## config.mk

```make
export PLATFORM = sky130hd
export DESIGN_NAME = keypad_row_decoder
export DESIGN_NICKNAME = d
export VERILOG_FILES = /design/src/rtl/keypad_pkg.sv /design/src/rtl/sync_2ff.sv /design/src/rtl/keypad_row_decoder.sv
export SDC_FILE = /design/constraint.sdc
export NUM_CORES = 1
export LEC_CHECK = 0
export CAP_MARGIN = 20
export CORE_MARGIN = 10
export CORE_UTILIZATION = 55
export CTS_CLUSTER_DIAMETER = 80
export DETAILED_ROUTE_END_ITERATION = 8
export PLACE_DENSITY_LB_ADDON = 0.25
export SYNTH_ARGS = -nofsm -noshare
export SYNTH_HDL_FRONTEND = slang
export SYNTH_HIERARCHICAL = 1
export SYNTH_SLANG_ARGS = --single-unit
```

## constraint.sdc

```tcl
create_clock -name clk -period 2.97 [get_ports clk]
set_input_delay 0.891 -clock clk [delete_from_list [all_inputs] [get_ports clk]]
set_output_delay 0.891 -clock clk [all_outputs]
set_load 0.005 [all_outputs]
```

## src/rtl/keypad_pkg.sv

```systemverilog
`default_nettype none
// +--------------------------------------------------------------------------+
// | Module      : keypad_pkg                                                 |
// | Description : Shared types, key map and helpers for the keypad row       |
// |               decoder: FSM state enum, 4x4 row/column to hex map,        |
// |               one-hot check and lowest-set-bit index.                    |
// | Revision    : 1.0  initial release                                       |
// +--------------------------------------------------------------------------+
package keypad_pkg;

    typedef enum logic [1:0] {
        IDLE    = 2'd0,
        CONFIRM = 2'd1,
        HELD    = 2'd2,
        RELEASE = 2'd3
    } key_state_t;

    // Indexed [row][column]; row 3 carries the E 0 F D layout of the pad.
    localparam logic [3:0] c_KEY_MAP [4][4] = '{
        '{4'h1, 4'h2, 4'h3, 4'hA},
        '{4'h4, 4'h5, 4'h6, 4'hB},
        '{4'h7, 4'h8, 4'h9, 4'hC},
        '{4'hE, 4'h0, 4'hF, 4'hD}
    };

    // True only when exactly one bit is set.
    function automatic logic onehot_valid(input logic [3:0] v);
        return (v != 4'd0) && ((v & (v - 4'd1)) == 4'd0);
    endfunction

    // Index of the lowest set bit (0 when none is set).
    function automatic logic [1:0] lowest_set_idx(input logic [3:0] v);
        logic [1:0] idx;
        idx = 2'd0;
        for (int i = 3; i >= 0; i--) begin
            if (v[i]) idx = 2'(i);
        end
        return idx;
    endfunction

endpackage
`default_nettype wire

```

## src/rtl/sync_2ff.sv

```systemverilog
`default_nettype none
// +--------------------------------------------------------------------------+
// | Module      : sync_2ff                                                   |
// | Description : Parameterized-width two-flop synchronizer for              |
// |               asynchronous level inputs.                                 |
// | Ports       : clk   - system clock                                       |
// |               reset - synchronous, active-low reset (clears both stages) |
// |               d     - asynchronous input bus                             |
// |               q     - synchronized output (second stage)                 |
// | Revision    : 1.0  initial release                                       |
// +--------------------------------------------------------------------------+
module sync_2ff #(
    parameter int WIDTH = 4
) (
    input  logic             clk,
    input  logic             reset,
    input  logic [WIDTH-1:0] d,
    output logic [WIDTH-1:0] q
);

    logic [WIDTH-1:0] r_meta;
    logic [WIDTH-1:0] r_sync;

    always_ff @(posedge clk) begin
        if (!reset) begin
            r_meta <= '0;
            r_sync <= '0;
        end else begin
            r_meta <= d;
            r_sync <= r_meta;
        end
    end

    assign q = r_sync;

endmodule
`default_nettype wire

```

## src/rtl/keypad_row_decoder.sv

```systemverilog
`default_nettype none
// +--------------------------------------------------------------------------+
// | Module      : keypad_row_decoder                                         |
// | Description : Samples the raw keypad rows against the scanner's one-hot  |
// |               column, debounces press/release on scan ticks and emits a  |
// |               hex key code with a one-clock valid pulse.                 |
// | Ports       : clk            - system clock                              |
// |               reset          - synchronous, active-low reset             |
// |               enable         - one-clk scan tick                         |
// |               col_keys[3:0]  - one-hot driven column                     |
// |               rows[3:0]      - raw asynchronous row lines, active-high   |
// |               button_pressed - key detected or being tracked             |
// |               key_code[3:0]  - last accepted key                         |
// |               key_valid      - one-clk pulse on acceptance               |
// |               key_held       - accepted key still down                   |
// | Revision    : 1.0  initial release                                       |
// +--------------------------------------------------------------------------+
module keypad_row_decoder
    import keypad_pkg::*;
#(
    parameter int DEBOUNCE_TICKS = 4,
    parameter int CNT_W          = 4
) (
    input  logic       clk,
    input  logic       reset,
    input  logic       enable,
    input  logic [3:0] col_keys,
    input  logic [3:0] rows,
    output logic       button_pressed,
    output logic [3:0] key_code,
    output logic       key_valid,
    output logic       key_held
);

    localparam logic [CNT_W-1:0] c_TICKS   = CNT_W'(DEBOUNCE_TICKS);
    localparam logic [CNT_W-1:0] c_CNT_ONE = CNT_W'(1);
    localparam logic [CNT_W-1:0] c_CNT_MAX = {CNT_W{1'b1}};
    localparam logic             c_INSTANT = (DEBOUNCE_TICKS <= 1);

    logic [3:0]       w_rows_s;
    key_state_t       r_state;
    key_state_t       w_state_nx;
    logic [CNT_W-1:0] r_cnt;
    logic [CNT_W-1:0] w_cnt_nx;
    logic [CNT_W-1:0] w_cnt_inc;
    logic [3:0]       r_row;
    logic [3:0]       r_col;
    logic [3:0]       w_row_nx;
    logic [3:0]       w_col_nx;
    logic             w_row_any;
    logic             w_col_valid;
    logic [3:0]       w_row_onehot;
    logic             w_row_hit;
    logic             w_col_match;
    logic             w_accept;
    logic             w_release_done;
    logic [3:0]       w_code;
    logic             r_button_pressed;
    logic [3:0]       r_key_code;
    logic             r_key_valid;
    logic             r_key_held;

    sync_2ff #(
        .WIDTH (4)
    ) u_row_sync (
        .clk   (clk),
        .reset (reset),
        .d     (rows),
        .q     (w_rows_s)
    );

    assign w_row_any    = |w_rows_s;
    assign w_col_valid  = onehot_valid(col_keys);
    // Lowest row wins when several rows share the active column.
    assign w_row_onehot = 4'b0001 << lowest_set_idx(w_rows_s);
    assign w_row_hit    = |(w_rows_s & r_row);
    assign w_col_match  = (col_keys == r_col);
    // Saturating increment so a long stable period can never wrap.
    assign w_cnt_inc    = (r_cnt == c_CNT_MAX) ? r_cnt : r_cnt + c_CNT_ONE;
    assign w_code       = c_KEY_MAP[lowest_set_idx(w_row_nx)][lowest_set_idx(w_col_nx)];

    always_comb begin
        w_state_nx     = r_state;
        w_cnt_nx       = r_cnt;
        w_row_nx       = r_row;
        w_col_nx       = r_col;
        w_accept       = 1'b0;
        w_release_done = 1'b0;
        case (r_state)
            IDLE: begin
                if (enable && w_row_any && w_col_valid) begin
                    w_row_nx = w_row_onehot;
                    w_col_nx = col_keys;
                    w_cnt_nx = c_CNT_ONE;
                    if (c_INSTANT) begin
                        w_accept   = 1'b1;
                        w_state_nx = HELD;
                    end else begin
                        w_state_nx = CONFIRM;
                    end
                end
            end
            CONFIRM: begin
                // Abort is evaluated every clk, not only on ticks.
                if (!w_row_hit || !w_col_match) begin
                    w_state_nx = IDLE;
                end else if (enable) begin
                    w_cnt_nx = w_cnt_inc;
                    if (w_cnt_inc >= c_TICKS) begin
                        w_accept   = 1'b1;
                        w_state_nx = HELD;
                    end
                end
            end
            HELD: begin
                // Only the latched row matters here; other keys are ignored.
                if (!w_row_hit) begin
                    w_cnt_nx   = '0;
                    w_state_nx = RELEASE;
                end
            end
            RELEASE: begin
                if (w_row_hit) begin
                    w_state_nx = HELD;
                end else if (enable) begin
                    w_cnt_nx = w_cnt_inc;
                    if (w_cnt_inc >= c_TICKS) begin
                        w_release_done = 1'b1;
                        w_state_nx     = IDLE;
                    end
                end
            end
            default: w_state_nx = IDLE;
        endcase
    end

    always_ff @(posedge clk) begin
        if (!reset) begin
            r_state          <= IDLE;
            r_cnt            <= '0;
            r_row            <= '0;
            r_col            <= '0;
            r_button_pressed <= 1'b0;
            r_key_code       <= 4'h0;
            r_key_valid      <= 1'b0;
            r_key_held       <= 1'b0;
        end else begin
            r_state          <= w_state_nx;
            r_cnt            <= w_cnt_nx;
            r_row            <= w_row_nx;
            r_col            <= w_col_nx;
            r_button_pressed <= (w_state_nx != IDLE) || (w_row_any && w_col_valid);
            r_key_valid      <= w_accept;
            if (w_accept) begin
                r_key_code <= w_code;
                r_key_held <= 1'b1;
            end else if (w_release_done) begin
                r_key_held <= 1'b0;
            end
        end
    end

    assign button_pressed = r_button_pressed;
    assign key_code       = r_key_code;
    assign key_valid      = r_key_valid;
    assign key_held       = r_key_held;

endmodule
`default_nettype wire

```

Word-level counts from Yosys, hierarchy flattened
Index checks and enable logic that the tools add are counted.
Cells by class
  shift operators: 1
  add/subtract/negate cells: 2
  bitwise logic cells: 4
  muxes and demuxes: 46
  eq/ne operators: 9
  multipliers: 0
  reduce and logical (&&, ||, !) cells: 16
  div/mod/pow operators: 0
  order comparisons: 3
Operator list (number)
  4-bit 2-to-1 mux: 12
  2-bit 2-to-1 mux: 20
  16-bit binary-select mux with 2-bit select: 1
  16-bit 2-to-1 mux: 2
  4-bit one-hot mux with 4 select lines: 1
  4-bit bitwise AND: 2
  4-bit binary-select mux with 2-bit select: 1
  1-bit 2-to-1 mux: 8
  2-bit != test, second input constant: 4
  2-bit one-hot mux with 4 select lines: 1
  4-bit OR reduction: 2
  3-bit greater-or-equal comparator, second input constant: 2
  2-bit inverter with 3-bit output: 2
  4-bit by 1-bit adder with 4-bit output, second input constant: 1
  2-bit == test, second input constant: 2
  4-bit == test: 1
  4-bit == test, second input constant: 1
  4-bit by 3-bit greater-or-equal comparator with 1-bit output, second input constant: 1
  1-bit logical AND: 4
  4-bit logical NOT: 1
  4-bit AND reduction: 1
  2-bit nonzero test: 2
  4-bit nonzero test: 1
  1-bit by 2-bit << shifter with 4-bit output, first input constant: 1
  other kinds (5): 7
Storage, ports and cells
  memories: 0
  bits in writable memories: 0
  logic and storage cells: 91
  bits of input ports: 11
  output and inout port bits: 7
  bits in latches: 0
  ROM bits: 0
  register bits: 29

Depth between registers and ports, before layout
  depth in word-level cells: 18
  mapped depth: 8

Hierarchy
Netlist, hierarchy kept.
Modules (own cells, without submodules)
  keypad_row_decoder: cells each 176, area each 1446.4 um2, instances 1
  sync_2ff: cells each 16, area each 210.2 um2, instances 1

Worst setup path after synthesis
No wires, ideal clock.
  path kind: input -> register
  start point: in col_keys[2]
  end point: reg r_key_code[0], in the netlist key_code[0]
  cell stages on the path: 8
  data arrival time: 2.588 ns
  path buffers: 1
  setup slack: 0.261 ns
  cells stage by stage: buf_4 xor2_1 a221oi_4 nor2_8 mux2i_4 o32a_1 o221ai_1 a21oi_1
Between the ends
  word-level cells in the longest chain between the ends: 18
Ends and longest elaborated chain
  start, declared: line keypad_row_decoder.sv:27  | input logic [3:0] col_keys,
  4-bit by 1-bit subtractor with 4-bit output: line keypad_pkg.sv:28  | return (v != 4'd0) && ((v & (v - 4'd1)) == 4'd0);
  4-bit bitwise AND: line keypad_pkg.sv:28
  4-bit logical NOT: line keypad_pkg.sv:28
  1-bit logical AND: line keypad_pkg.sv:28
  1-bit logical AND: line keypad_row_decoder.sv:91  | if (enable && w_row_any && w_col_valid) begin
  4-bit 2-to-1 mux: line keypad_row_decoder.sv:91
  4-bit 2-to-1 mux: line keypad_row_decoder.sv:89  | case (r_state)
  2-bit 2-to-1 mux (4 in series): line keypad_pkg.sv:36  | if (v[i]) idx = 2'(i);
  2-bit inverter with 3-bit output (not written as such): line keypad_row_decoder.sv:80  | assign w_code = c_KEY_MAP[lowest_set_idx(w_row_nx)][lowest_set_idx(w_col_nx)];
  16-bit binary-select mux with 2-bit select: line keypad_row_decoder.sv:80
  16-bit 2-to-1 mux (not written as such) (2 in series): line keypad_row_decoder.sv:80
  4-bit binary-select mux with 2-bit select: line keypad_row_decoder.sv:80
  4-bit 2-to-1 mux (not written as such) (2 in series): line keypad_row_decoder.sv:80
  end signal, assigned: line keypad_row_decoder.sv:155  | r_key_code <= w_code;
  end, declared: line keypad_row_decoder.sv:59  | logic [3:0] r_key_code;
Several ways; a longest one is shown, not always the timed one. The select of a mux whose other input is x is not followed.
A chain may end at the register's enable or synchronous reset.

Worst setup path after layout
  start point: in col_keys[3]
  end point: reg r_key_code[0], in the netlist key_code[0]
The elaborated chain is that of the path after synthesis.

==> out/results.tsv <==
stage	metric	value	unit
logic_synthesis	sequential share of the synthesized area	35.0	%
global_routing	via count of the first global-routing pass	1416	
timing	unrepaired setup endpoints after global routing	false	
timing	total setup violations reported at the end of the flow	0	
placement	RD Place Congestion	0.911	
clock_network	clock transition at the registers of the reported paths	90	ps
logic_synthesis	leading cell types by count after synthesis	dfxtp_1 (29), nor2_1 (17), o21ai_0 (16), nand2_1 (15), and2_1 (12)	
die	horizontal extent of the die	74.9	µm
logic_synthesis	total of flip-flops plus latches after synthesis	29	
final_layout	P&R area growth vs syn	26.0	%
final_layout	antenna diode count	0	
detailed_routing	first-pass iteration count of the detailed router	7	
die	I/O pin count	18	
detailed_routing	via count	1567	
placement	cell total after placement	255	
logic_synthesis	yosys warns	6	
logic_synthesis	Adder-Cell Fraction of Synth Area	0.755	%
logic_synthesis	share of Yosys cell area claimed by the top area cell type	35.0	%
worst_setup_path	launch point of the critical path	col_keys[3]	
clock_network	count of H-tree levels built during CTS	2	
job	# Max-Cap Violations	0	
power_and_ir_drop	power per cell area	370	nW/µm²
logic_synthesis	most used flip-flop cell after synthesis	dfxtp_1	
logic_synthesis	count of different cell masters after synthesis	51	
final_layout	filler-free cell count of the finished design	265	
final_layout	post-route core utilization	73.8	%
logic_synthesis	share of the synthesized area in compound gates (AO/OA/AOI/OAI)	27.4	%
worst_setup_path	classification of the worst setup path	in2reg	
timing	headroom to the max-slew limit	68.3	%
detailed_routing	total wire length	3780	µm
clock_network	number of clock sinks seen by CTS	29	
detailed_routing	detailed router's first-iteration violation count	131	
timing	Final Hold Vio Count	0	
timing	largest clock skew in the final design	8.23	ps
logic_synthesis	top post-synthesis cells by area	dfxtp_1 (35%), o21ai_0 (4.8%), and2_1 (4.5%)	
power_and_ir_drop	overall power of the completed layout	0.000773	W
logic_synthesis	Post-Syn Instances	192	
worst_setup_path	data arrival time at the worst-slack endpoint	3100	ps
worst_setup_path	launch instance of the worst register-to-register path	u_row_sync/q[0]	
worst_setup_path	endpoint required time on the critical path	3220	ps
logic_synthesis	cell area after synthesis	1660	µm²
die	Chip Height	74.9	µm
global_routing	Total Routing Usage GR	14.1	%
clock_network	Longest Clk Path Bufs	2	
logic_synthesis	Post-Syn Nets	204	
worst_hold_path	path class of the lowest-slack min-delay path	reg2reg	
outcome	status	finished, final reports clean	
timing	pin slew with the least headroom to its limit	474	ps
timing	final critical path time including I/O delays and setup	2850	ps
logic_synthesis	multiplexer share of the synthesized area	3.32	%
detailed_routing	antenna violation net count after detailed routing	0	
logic_synthesis	simple-gate portion of the synthesized area	25.2	%
die	total die area	5610	µm²
worst_setup_path	type of origin of the critical path	input pin	
power_and_ir_drop	static leakage	0.789	nW
detailed_routing	# DRC	0	
timing	highest attainable clock frequency	0.351	GHz
global_routing	number of antenna violations at the first check in global routing	0	
logic_synthesis	cell with the most instances after synthesis	dfxtp_1	
placement	quantity of I/O buffers inserted on ports	17	
final_layout	post-layout net count	245	
worst_setup_path	highest net fanout along the worst path	9	
timing	max-slew violation total from the final report	0	
clock_network	CTS Root Buffer Type	clkbuf_4	
clock_network	TritonCTS clock tree	yes	
timing	share of the clock period used by the worst path after layout	95.8	%
power_and_ir_drop	peak supply drop	0.333	mV
final_layout	number of filler cells placed in the layout	203	
worst_setup_path	register-to-register setup slack	770	ps
logic_synthesis	main combinational cell family by area after synthesis	compound AO/OA/AOI/OAI gates	
logic_synthesis	average cell area after synthesis	8.63	µm²
final_layout	fin area	2090	µm²
worst_setup_path	category of the worst setup path capture point	register	
global_routing	aggregate global routing overflow	0	
die	starting density of the core	58.6	%
detailed_routing	via count normalized by instance count	5.91	
placement	instance area at placement	1990	µm²
logic_synthesis	fraction of synthesized cell area in xor and xnor cells	3.70	%
logic_synthesis	share of flip-flops with an asynchronous set or reset	0	%
detailed_routing	routed wirelength normalized by instance count	14.3	µm
global_routing	pin count of the biggest net entering global routing	17	
global_routing	wire length of the first global-routing pass	6290	µm
clock_network	number of buffers added by the clock tree synthesis step	5	
die	count of standard-cell rows	19	
placement	HPWL after DPL	2890	µm
die	Core Area	2830	µm²
worst_setup_path	FF-to-FF End	key_code[0]	
clock_network	clock latency at the later pin of the worst-skew pair	320	ps
clock_network	post-cts hold buffer count	0	
logic_synthesis	number of enable-type register cells in the synthesized netlist	0	
logic_synthesis	dominant cell type by area after synthesis	dfxtp_1	
worst_setup_path	Critical Path End	key_code[0]	
final_layout	fraction of final layout cells sized beyond drive strength 1	19.7	%
worst_setup_path	Worst R2R Path Depth	8	
==> how the worst min path moves through the flow <==
stage	from	to	slack, ps	depth (start not counted)
after floorplan	u_row_sync/r_meta[0]	u_row_sync/q[0]	410	1
after global placement	u_row_sync/r_meta[3]	u_row_sync/q[3]	420	1
after detailed placement	u_row_sync/r_meta[1]	u_row_sync/q[1]	420	1
after CTS	u_row_sync/r_meta[1]	u_row_sync/q[1]	440	1
after global routing	u_row_sync/r_meta[1]	u_row_sync/q[1]	460	1
final	u_row_sync/r_meta[1]	u_row_sync/q[1]	440	1
==> critical path, cell delays in order <==
cell and delay [ps]:
clkdlybuf4s50_1 640, nor2_1 150, a221oi_4 340, buf_12 160
nor2_8 50, buf_12 120, mux2i_4 270, o32a_1 190
o221ai_1 120, a21oi_1 170
==> registers in the layout, summed over array words and instances, names as in the netlist, 2 cells and up <==
register and count:
key_code 4, r_cnt 4, r_col 4, r_row 4, u_row_sync/q 4, u_row_sync/r_meta 4, r_state 2
==> layout make-up <==
| type | count | area (µm²) | share of cell area [%] |
|---|---|---|---|
| clock buffer | 6 | 41.3 | 1.98 |
| clock inverter | 2 | 10.0 | 0.480 |
| inverter | 7 | 26.3 | 1.26 |
| multi-input combinational | 150 | 1020 | 48.7 |
| sequential | 29 | 581 | 27.8 |
| tap | 31 | 38.8 | 1.86 |
| timing repair buffer | 40 | 373 | 17.9 |
==> per-layer routing <==
metal  up-vias  global-route usage, %  share of wire (%)
met3         6                   4.60                6.0
met4         0                   5.25                1.2
met2        51                   23.9                 50
met5         -                      0                  0
li1        778                      -                  -
met1       732                   16.3                 42
==> cell usage in the layout, fill, tap and decap left out, types with 2 or more instances in the layout <==
master / count
a31oi_1: 5
nor2b_1: 6
xnor2_1: 3
nand2b_1: 2
nand3_1: 5
o2bb2ai_1: 3
a21oi_1: 11
o21ai_1: 3
and2_1: 12
nand4_1: 2
o22ai_1: 3
clkdlybuf4s50_1: 15
buf_12: 2
nor2_1: 16
xor2_1: 3
dfxtp_1: 29
inv_1: 7
a22oi_1: 3
nand2_1: 15
a21boi_0: 7
mux2i_4: 2
buf_4: 21
o21a_1: 3
clkinv_2: 2
o21ai_0: 16
dlymetal6s2s_1: 2
clkbuf_4: 5
nor3_1: 3
==> stage by stage <==
stage,TNS (ps),worst slack [ps],hold slack (ps)
after global placement,-551,-154,416
final,0,124,437
after floorplan,0,261,412
after global routing,0,6.74,458
after detailed placement,-984,-221,423
after CTS,0,122,443
==> timing repair <==
| action | 4_1_cts | 5_1_grt |
|---|---|---|
| resized for setup | 0 | 5 |
| endpoints found under the setup margin | 0 | 2 |
| setup buffers | 0 | 2 |
==> logic make-up after synthesis <==
| group | count (synthesis) |
|---|---|
| compound gates | 66 |
| buf+inv | 13 |
| simple gates | 73 |
| flops | 29 |
| mux | 3 |
| xor+xnor | 7 |
| fa+ha+maj | 1 |
==> where the power goes <==
part	total (W)	switching, W	internal, W	leakage [nW]
sequential	0.000406	0.00000876	0.000398	0.236
clock	0.000221	0.000132	0.0000899	0.0320
combinational	0.000145	0.0000701	0.0000746	0.521
No activity file was read; power rests on OpenSTA's default activity.
